[src/rtl/jt5205_pkg.sv]
// rtl/jt5205_pkg.sv - step ROM, index-adjust table and widths shared by encoder and decoder
package jt5205_pkg;

  localparam int PCM_W   = 12;
  localparam int STEP_W  = 11;
  localparam int IDX_W   = 6;
  localparam int IDX_MAX = 48;

  typedef enum logic [2:0] {
    ST_IDLE,
    ST_DIFF,
    ST_B2,
    ST_B1,
    ST_B0,
    ST_UPD
  } enc_state_t;

  localparam logic signed [4:0] ADJ_LOW = -5'sd1;
  localparam logic signed [4:0] ADJ_4   = 5'sd2;
  localparam logic signed [4:0] ADJ_5   = 5'sd4;
  localparam logic signed [4:0] ADJ_6   = 5'sd6;
  localparam logic signed [4:0] ADJ_7   = 5'sd8;

  function automatic logic signed [4:0] idx_adj(input logic [2:0] mag);
    case (mag)
      3'd4:    return ADJ_4;
      3'd5:    return ADJ_5;
      3'd6:    return ADJ_6;
      3'd7:    return ADJ_7;
      default: return ADJ_LOW;
    endcase
  endfunction

  function automatic logic [STEP_W-1:0] step_rom(input logic [IDX_W-1:0] idx);
    case (idx)
      6'd0:  return 11'd16;   6'd1:  return 11'd17;   6'd2:  return 11'd19;
      6'd3:  return 11'd21;   6'd4:  return 11'd23;   6'd5:  return 11'd25;
      6'd6:  return 11'd28;   6'd7:  return 11'd31;   6'd8:  return 11'd34;
      6'd9:  return 11'd37;   6'd10: return 11'd41;   6'd11: return 11'd45;
      6'd12: return 11'd50;   6'd13: return 11'd55;   6'd14: return 11'd60;
      6'd15: return 11'd66;   6'd16: return 11'd73;   6'd17: return 11'd80;
      6'd18: return 11'd88;   6'd19: return 11'd97;   6'd20: return 11'd107;
      6'd21: return 11'd118;  6'd22: return 11'd130;  6'd23: return 11'd143;
      6'd24: return 11'd157;  6'd25: return 11'd173;  6'd26: return 11'd190;
      6'd27: return 11'd209;  6'd28: return 11'd230;  6'd29: return 11'd253;
      6'd30: return 11'd279;  6'd31: return 11'd307;  6'd32: return 11'd337;
      6'd33: return 11'd371;  6'd34: return 11'd408;  6'd35: return 11'd449;
      6'd36: return 11'd494;  6'd37: return 11'd544;  6'd38: return 11'd598;
      6'd39: return 11'd658;  6'd40: return 11'd724;  6'd41: return 11'd796;
      6'd42: return 11'd876;  6'd43: return 11'd963;  6'd44: return 11'd1060;
      6'd45: return 11'd1166; 6'd46: return 11'd1282; 6'd47: return 11'd1411;
      default: return 11'd1552;
    endcase
  endfunction

endpackage

[src/rtl/jt5205_enc_if.sv]
// rtl/jt5205_enc_if.sv - PCM input handshake and nibble output bundle
interface jt5205_enc_if;
  import jt5205_pkg::*;

  logic signed [PCM_W-1:0] pcm;
  logic                    pcm_valid;
  logic                    pcm_ready;
  logic [3:0]              dout;
  logic                    dout_valid;
  logic                    underrun;
  logic                    busy;

  modport master (
    output pcm, pcm_valid,
    input  pcm_ready, dout, dout_valid, underrun, busy
  );

  modport slave (
    input  pcm, pcm_valid,
    output pcm_ready, dout, dout_valid, underrun, busy
  );
endinterface

[src/rtl/jt5205_enc_quant.sv]
// rtl/jt5205_enc_quant.sv - predictor/step-index state, step lookup and predictor clamp
module jt5205_enc_quant
  import jt5205_pkg::*;
#(
  parameter bit CLAMP = 1'b1
) (
  input  logic                     clk,
  input  logic                     rst,
  input  logic                     upd,
  input  logic                     sign,
  input  logic [2:0]               mag,
  input  logic [12:0]              delta,
  output logic signed [PCM_W-1:0]  pred,
  output logic [STEP_W-1:0]        step
);

  logic [IDX_W-1:0]        idx;
  logic [IDX_W-1:0]        idx_nxt;
  logic signed [IDX_W+1:0] idx_sum;
  logic signed [4:0]       adj;
  logic signed [12:0]      sum;
  logic signed [PCM_W-1:0] pred_nxt;

  assign step = step_rom(idx);

  always_comb begin
    sum      = sign ? ({pred[PCM_W-1], pred} - delta) : ({pred[PCM_W-1], pred} + delta);
    pred_nxt = sum[PCM_W-1:0];
    // the wrapping variant keeps only the low 12 bits of the 13-bit result
    if (CLAMP) begin
      if (sum > 13'sd2047)
        pred_nxt = 12'sd2047;
      else if (sum < -13'sd2048)
        pred_nxt = -12'sd2048;
    end
  end

  always_comb begin
    adj     = idx_adj(mag);
    idx_sum = $signed({2'b00, idx}) + $signed({{3{adj[4]}}, adj});
    idx_nxt = idx_sum[IDX_W-1:0];
    if (idx_sum[IDX_W+1])
      idx_nxt = '0;
    else if (idx_sum > $signed(8'(IDX_MAX)))
      idx_nxt = 6'(IDX_MAX);
  end

  always_ff @(posedge clk) begin
    if (rst) begin
      pred <= '0;
      idx  <= '0;
    end else if (upd) begin
      pred <= pred_nxt;
      idx  <= idx_nxt;
    end
  end

endmodule

[src/rtl/jt5205_enc.sv]
// rtl/jt5205_enc.sv - 4-bit MSM5205-compatible ADPCM encoder: sample buffer, handshake and bit-serial quantiser FSM
module jt5205_enc
  import jt5205_pkg::*;
#(
  parameter bit CLAMP         = 1'b1,
  parameter bit UNDERRUN_ZERO = 1'b0
) (
  input  logic          clk,
  input  logic          rst,
  input  logic          cen,
  input  logic          strobe,
  jt5205_enc_if.slave   bus
);

  enc_state_t state, state_nxt;

  logic                    full;
  logic                    start;
  logic                    consume;
  logic                    accept;
  logic signed [PCM_W-1:0] entry;
  logic signed [PCM_W-1:0] held;
  logic signed [PCM_W-1:0] cur;
  logic signed [PCM_W-1:0] pred;
  logic [STEP_W-1:0]       step;
  logic [12:0]             step_x1, step_x2, step_x4, step_x8;
  logic [12:0]             diff;
  logic [12:0]             rem;
  logic [12:0]             delta;
  logic                    sgn;
  logic [2:0]              bits;
  logic [3:0]              dout;
  logic                    dout_valid;
  logic                    underrun;

  always_ff @(posedge clk) begin
    if (rst) state <= ST_IDLE;
    else     state <= state_nxt;
  end

  always_comb begin
    state_nxt = state;
    start     = 1'b0;
    if (cen) begin
      case (state)
        ST_IDLE: if (strobe) begin
          state_nxt = ST_DIFF;
          start     = 1'b1;
        end
        ST_DIFF: state_nxt = ST_B2;
        ST_B2:   state_nxt = ST_B1;
        ST_B1:   state_nxt = ST_B0;
        ST_B0:   state_nxt = ST_UPD;
        ST_UPD:  state_nxt = ST_IDLE;
        default: state_nxt = ST_IDLE;
      endcase
    end
  end

  // the buffer accepts at clk rate; a consume frees the slot in the same cycle
  assign consume       = start && full;
  assign bus.pcm_ready = !full || consume;
  assign accept        = bus.pcm_valid && bus.pcm_ready;

  always_ff @(posedge clk) begin
    if (rst) begin
      full  <= 1'b0;
      entry <= '0;
      held  <= '0;
    end else begin
      if (accept) begin
        entry <= bus.pcm;
        full  <= 1'b1;
      end else if (consume) begin
        full <= 1'b0;
      end
      if (consume)
        held <= entry;
    end
  end

  assign step_x1 = {2'b00, step};
  assign step_x2 = {3'b000, step[STEP_W-1:1]};
  assign step_x4 = {4'b0000, step[STEP_W-1:2]};
  assign step_x8 = {5'b00000, step[STEP_W-1:3]};
  assign diff    = {cur[PCM_W-1], cur} - {pred[PCM_W-1], pred};

  always_ff @(posedge clk) begin
    if (rst) begin
      cur        <= '0;
      rem        <= '0;
      delta      <= '0;
      sgn        <= 1'b0;
      bits       <= '0;
      dout       <= '0;
      dout_valid <= 1'b0;
      underrun   <= 1'b0;
    end else begin
      dout_valid <= 1'b0;
      underrun   <= 1'b0;
      if (start) begin
        cur      <= full ? entry : (UNDERRUN_ZERO ? '0 : held);
        underrun <= !full;
      end
      if (cen) begin
        case (state)
          ST_DIFF: begin
            sgn   <= diff[12];
            rem   <= diff[12] ? (~diff + 13'd1) : diff;
            delta <= step_x8;
            bits  <= '0;
          end
          ST_B2: if (rem >= step_x1) begin
            bits[2] <= 1'b1;
            rem     <= rem - step_x1;
            delta   <= delta + step_x1;
          end
          ST_B1: if (rem >= step_x2) begin
            bits[1] <= 1'b1;
            rem     <= rem - step_x2;
            delta   <= delta + step_x2;
          end
          ST_B0: if (rem >= step_x4) begin
            bits[0] <= 1'b1;
            delta   <= delta + step_x4;
          end
          ST_UPD: begin
            dout       <= {sgn, bits};
            dout_valid <= 1'b1;
          end
          default: ;
        endcase
      end
    end
  end

  jt5205_enc_quant #(
    .CLAMP (CLAMP)
  ) u_quant (
    .clk   (clk),
    .rst   (rst),
    .upd   (cen && state == ST_UPD),
    .sign  (sgn),
    .mag   (bits),
    .delta (delta),
    .pred  (pred),
    .step  (step)
  );

  assign bus.dout       = dout;
  assign bus.dout_valid = dout_valid;
  assign bus.underrun   = underrun;
  assign bus.busy       = (state != ST_IDLE);

endmodule
[src/flat_wrapper.sv]
// flat-port wrapper written by rule: the top's interface ports become plain ports
module jt5205_enc_flat import jt5205_pkg::*;
#(
  parameter bit CLAMP         = 1'b1,
  parameter bit UNDERRUN_ZERO = 1'b0
)
  (clk, rst, cen, strobe, bus_pcm, bus_pcm_valid, bus_pcm_ready, bus_dout, bus_dout_valid, bus_underrun, bus_busy);
  jt5205_enc_if bus_i ();
  input  logic clk;
  input  logic rst;
  input  logic cen;
  input  logic strobe;
  input wire logic [$bits(bus_i.pcm)-1:0] bus_pcm;
  input wire logic [$bits(bus_i.pcm_valid)-1:0] bus_pcm_valid;
  output wire logic [$bits(bus_i.pcm_ready)-1:0] bus_pcm_ready;
  output wire logic [$bits(bus_i.dout)-1:0] bus_dout;
  output wire logic [$bits(bus_i.dout_valid)-1:0] bus_dout_valid;
  output wire logic [$bits(bus_i.underrun)-1:0] bus_underrun;
  output wire logic [$bits(bus_i.busy)-1:0] bus_busy;
  assign bus_i.pcm = bus_pcm;
  assign bus_i.pcm_valid = bus_pcm_valid;
  assign bus_pcm_ready = bus_i.pcm_ready;
  assign bus_dout = bus_i.dout;
  assign bus_dout_valid = bus_i.dout_valid;
  assign bus_underrun = bus_i.underrun;
  assign bus_busy = bus_i.busy;
  jt5205_enc #(.CLAMP(CLAMP), .UNDERRUN_ZERO(UNDERRUN_ZERO)) u_core (.clk(clk), .rst(rst), .cen(cen), .strobe(strobe), .bus(bus_i));
endmodule
[config.mk]
export PLATFORM = sky130hd
export DESIGN_NAME = jt5205_enc_flat
export DESIGN_NICKNAME = d
export VERILOG_FILES = /design/src/rtl/jt5205_pkg.sv /design/src/rtl/jt5205_enc_if.sv /design/src/rtl/jt5205_enc_quant.sv /design/src/rtl/jt5205_enc.sv /design/src/flat_wrapper.sv
export SDC_FILE = /design/constraint.sdc
export NUM_CORES = 1
export LEC_CHECK = 0
export BUFFER_PORTS_ARGS = -buffer_cell sky130_fd_sc_hd__buf_2
export CORE_MARGIN = 1
export CORE_UTILIZATION = 45
export DETAILED_ROUTE_END_ITERATION = 8
export PLACE_DENSITY = 0.59
export SLEW_MARGIN = 20
export SYNTH_ARGS = -nofsm -noshare
export SYNTH_HDL_FRONTEND = slang
export SYNTH_SLANG_ARGS = --single-unit
[constraint.sdc]
create_clock -name clk -period 5.35 [get_ports clk]
set_clock_uncertainty 0.2 [all_clocks]
set_input_delay 1.07 -clock clk [delete_from_list [all_inputs] [get_ports clk]]
set_output_delay 1.07 -clock clk [all_outputs]
set_load 0.03 [all_outputs]
==> key figures <==
Outcome
  • Status: finished, final reports clean

Synth
  • Synth top area cells: dfxtp_1, ha_1, a21oi_1, nand2_1, nor2_1
  • Yosys top cell by area: dfxtp_1
  • Synthesis-stage register bit count: 105
  • Syn_nets: 1332
  • Synth Warn #: 0
  • Ys flop type: dfxtp_1
  • Top-count cell post-synth: a21oi_1
  • Syn_area_per_cell: 7.609 um^2
  • Fraction of registers with async set or reset after synthesis: 0
  • Sequential area share after synthesis: 0.2244
  • Post-synth top area share: 0.2244
  • Syn Inst Count: 1231
  • EDFF count, synth: 0
  • Top post-synthesis cells by count: a21oi_1, nand2_1, nor2_1, dfxtp_1, ha_1
  • Netlist cell types: 90
  • Post-Syn Area: 9366 um^2

Finish
  • Filler cells: 2054
  • Area of the multi-input gates: 6684 um^2
  • ANT cells: 0
  • Layout Nets: 1317
  • Synth-to-Final Area Change: 6.051%
  • FF+latch area: 2102 um^2
  • Design area: 9933 um^2
  • Fraction of layout cells with a size suffix above 1: 0.08845

Timing
  • Setup TNS: 0 ns
  • Pins over their slew limit: 0
  • Slew headroom: 0.3235
  • # setup viols final: 0
  • Final Hold Fails: 0
  • Least-Margin Pin Slew: 1.013 ns
  • RSZ-0062 raised after global routing: false
  • FMAX: 0.2204 GHz
  • Post-layout minimum cycle time: 4.537 ns
  • Final Cycle Share: 0.8481

Drt
  • Final wirelength: 25860 um
  • Post-DRT Antenna Nets: 0
  • Max Used Layer: met4
  • Vias per Instance: 5.973
  • Via Count: 8906
  • Met2 WL post-DR: 11730 um
  • DR iter-0 viols: 557
  • Length of routed met3 wiring: 1059 um
  • Number of remaining DRC errors: 0
  • DRT Pass-1 Iters: 5
  • Met1 WL: 12490 um
  • Routed len/inst: 17.35 um

Global route
  • Initial antenna violation count: 0
  • GR Util All Layers: 0.2405
  • Vias in the first global route: 7965
  • Pin count of the biggest net entering global routing: 65
  • First-pass GRT wire length: 41430 um
  • Remaining Overflow, GRT: 0

Clock tree
  • # resized after CTS: 0
  • Clk buf depth: 2
  • CTS Buf Count: 9
  • CTS HTree Levels: 3
  • Setup Buffers After CTS: 0
  • Reg clk slew, reported paths: 0.08 ns
  • TritonCTS clock tree: built
  • Skew-Pair Late Insertion Delay: 0.36 ns
  • Post-CTS Hold Buffers: 0
  • CTS Root Cell: clkbuf_16
  • Clk sinks: 105

Die
  • Initial Util: 0.4614
  • Full die area: 21390 um^2
  • Die H: 146.3 um
  • IO Pins: 25
  • Placeable core region: 20300 um^2
  • Die X: 146.3 um
  • Row count: 52

Setup path
  • CP cell instances: inv_1 > ha_1 > inv_1 > fa_1 > nand2b_1 > a21oi_1 > a31oi_1 > and3_1 > o21ai_1 > and2_1 > nor2_1 > ha_1 > or2_2 > o32a_1 > a311oi_1 > o32ai_1
  • CP bufs+invs: 2
  • Crit path capture type: flip-flop
  • CP top delay family: compound AO/OA/AOI/OAI gates
  • CP startpoint kind: flip-flop
  • Crit Path Class: flip-flop to flip-flop
  • Worst EP arrival: 4.58 ns
  • Slowest stage delay, CP: 0.39 ns
  • Slowest cell on crit path: dfxtp_1
  • Setup slack, reg-to-reg: 0.81 ns
  • Worst path required time: 5.40 ns
  • CP Max Fanout: 9

Power
  • Static leakage: 3.759 nW
  • Seq pwr share: 0.360
  • Clock power share: 0.296
  • P_sw: 0.8737 mW
  • Cell Pwr Density: 235.5 nW/um^2
  • Switch share: 0.3735
  • Power Internal: 1.465 mW
  • Max VDD drop: 0.0001231 V
  • Combinational power share: 0.343

Min path
  • Worst hold path class: flip-flop to flip-flop

Job
  • Max cap viols: 0

Place
  • Port Buffers: 24
  • DP Area: 9627 um^2
  • Gpl congestion: 0.9403
  • Post-DP HPWL: 19300 um
==> power by group through the flow <==
stage / sequential [mW] / clock (mW) / combinational [mW]
2_1_floorplan: 0.844 / 0 / 0.633
3_3_place_gp: 0.861 / 0 / 0.789
3_5_place_dp: 0.861 / 0 / 0.795
4_1_cts: 0.843 / 0.716 / 0.800
5_1_grt: 0.847 / 0.744 / 0.892
6_report: 0.843 / 0.693 / 0.803
==> path summary, 6_finish.rpt <==
path | start | to | cells after the start
hold reg to reg | u_core.held[8] | u_core.held[8] | 2
hold / removal | u_core.held[8] | u_core.held[8] | 2
setup / recovery | u_core.bits[2] | u_core.u_quant.step[1] | 16
setup reg to reg | u_core.bits[2] | u_core.u_quant.step[1] | 16
==> kinds of logic after synthesis <==
| family | synth area share |
|---|---|
| AO/OA/AOI/OAI | 0.3083 |
| XOR/XNOR | 0.06626 |
| adder cells (fa/ha/maj) | 0.1170 |
| buffers and inverters | 0.06292 |
| flip-flops | 0.2244 |
| multiplexers | 0.02832 |
| AND/OR/NAND/NOR | 0.1928 |
==> layer usage <==
layer,track usage,vias up
li1,-,4512
met1,0.3318,4134
met2,0.3886,220
met3,0.02531,40
met4,0.08333,0
met5,0,-
==> worst min-delay path: stages (launching register included) <==
cell	delay, ns
dfxtp_1	0.31
nand2_1	0.05
a21oi_1	0.05
==> through the flow <==
| stage | util | worst slack (ns) | hold slack (ns) | instances | power (mW) |
|---|---|---|---|---|---|
| 2_1_floorplan | - | 1.070 | 0.2357 | 1231 | 1.478 |
| 3_3_place_gp | 0.4742 | 0.9752 | 0.2406 | 1475 | 1.650 |
| 3_5_place_dp | 0.4742 | 0.8588 | 0.2463 | 1475 | 1.656 |
| 4_1_cts | 0.4893 | 0.8404 | 0.2583 | 1491 | 2.359 |
| 5_1_grt | 0.4893 | 0.4560 | 0.2719 | 1491 | 2.483 |
| 6_report | 0.4893 | 0.8127 | 0.2555 | 1491 | 2.339 |
==> registers in the layout (all words and copies together), names as in the netlist <==
signal / cells
u_core.full: 1
u_core.delta: 13
u_core.sgn: 1
u_core.held: 12
u_core.entry: 12
u_core.bus.underrun: 1
u_core.u_quant.step: 11
u_core.bus.dout_valid: 1
u_core.state: 3
u_core.u_quant.pred: 12
u_core.bits: 3
u_core.bus.dout: 4
u_core.rem: 13
u_core.u_quant.idx: 6
u_core.cur: 12
==> cell usage in the layout (no fill, tap or decap), types with 17 or more instances in the layout <==
cell      count
inv_1        68
nand2_1     117
nor2_1      105
mux2i_1      22
nor3_1       34
nand3_1      26
a211oi_1     32
xnor2_1      45
o211ai_1     17
ha_1         78
a31oi_1      18
buf_2        24
a21oi_1     119
o21ai_0      71
dfxtp_1     105
xor2_1       24
buf_4        17
==> cell type report <==
class / instances / area share
tap: 270 / 0.03401
timing repair buffer: 41 / 0.02494
inverter: 68 / 0.02570
clock inverter: 7 / 0.008187
sequential: 105 / 0.2116
clock buffer: 9 / 0.02267
multi-input combinational: 991 / 0.6729
No activity file was read; power rests on OpenSTA's default activity.
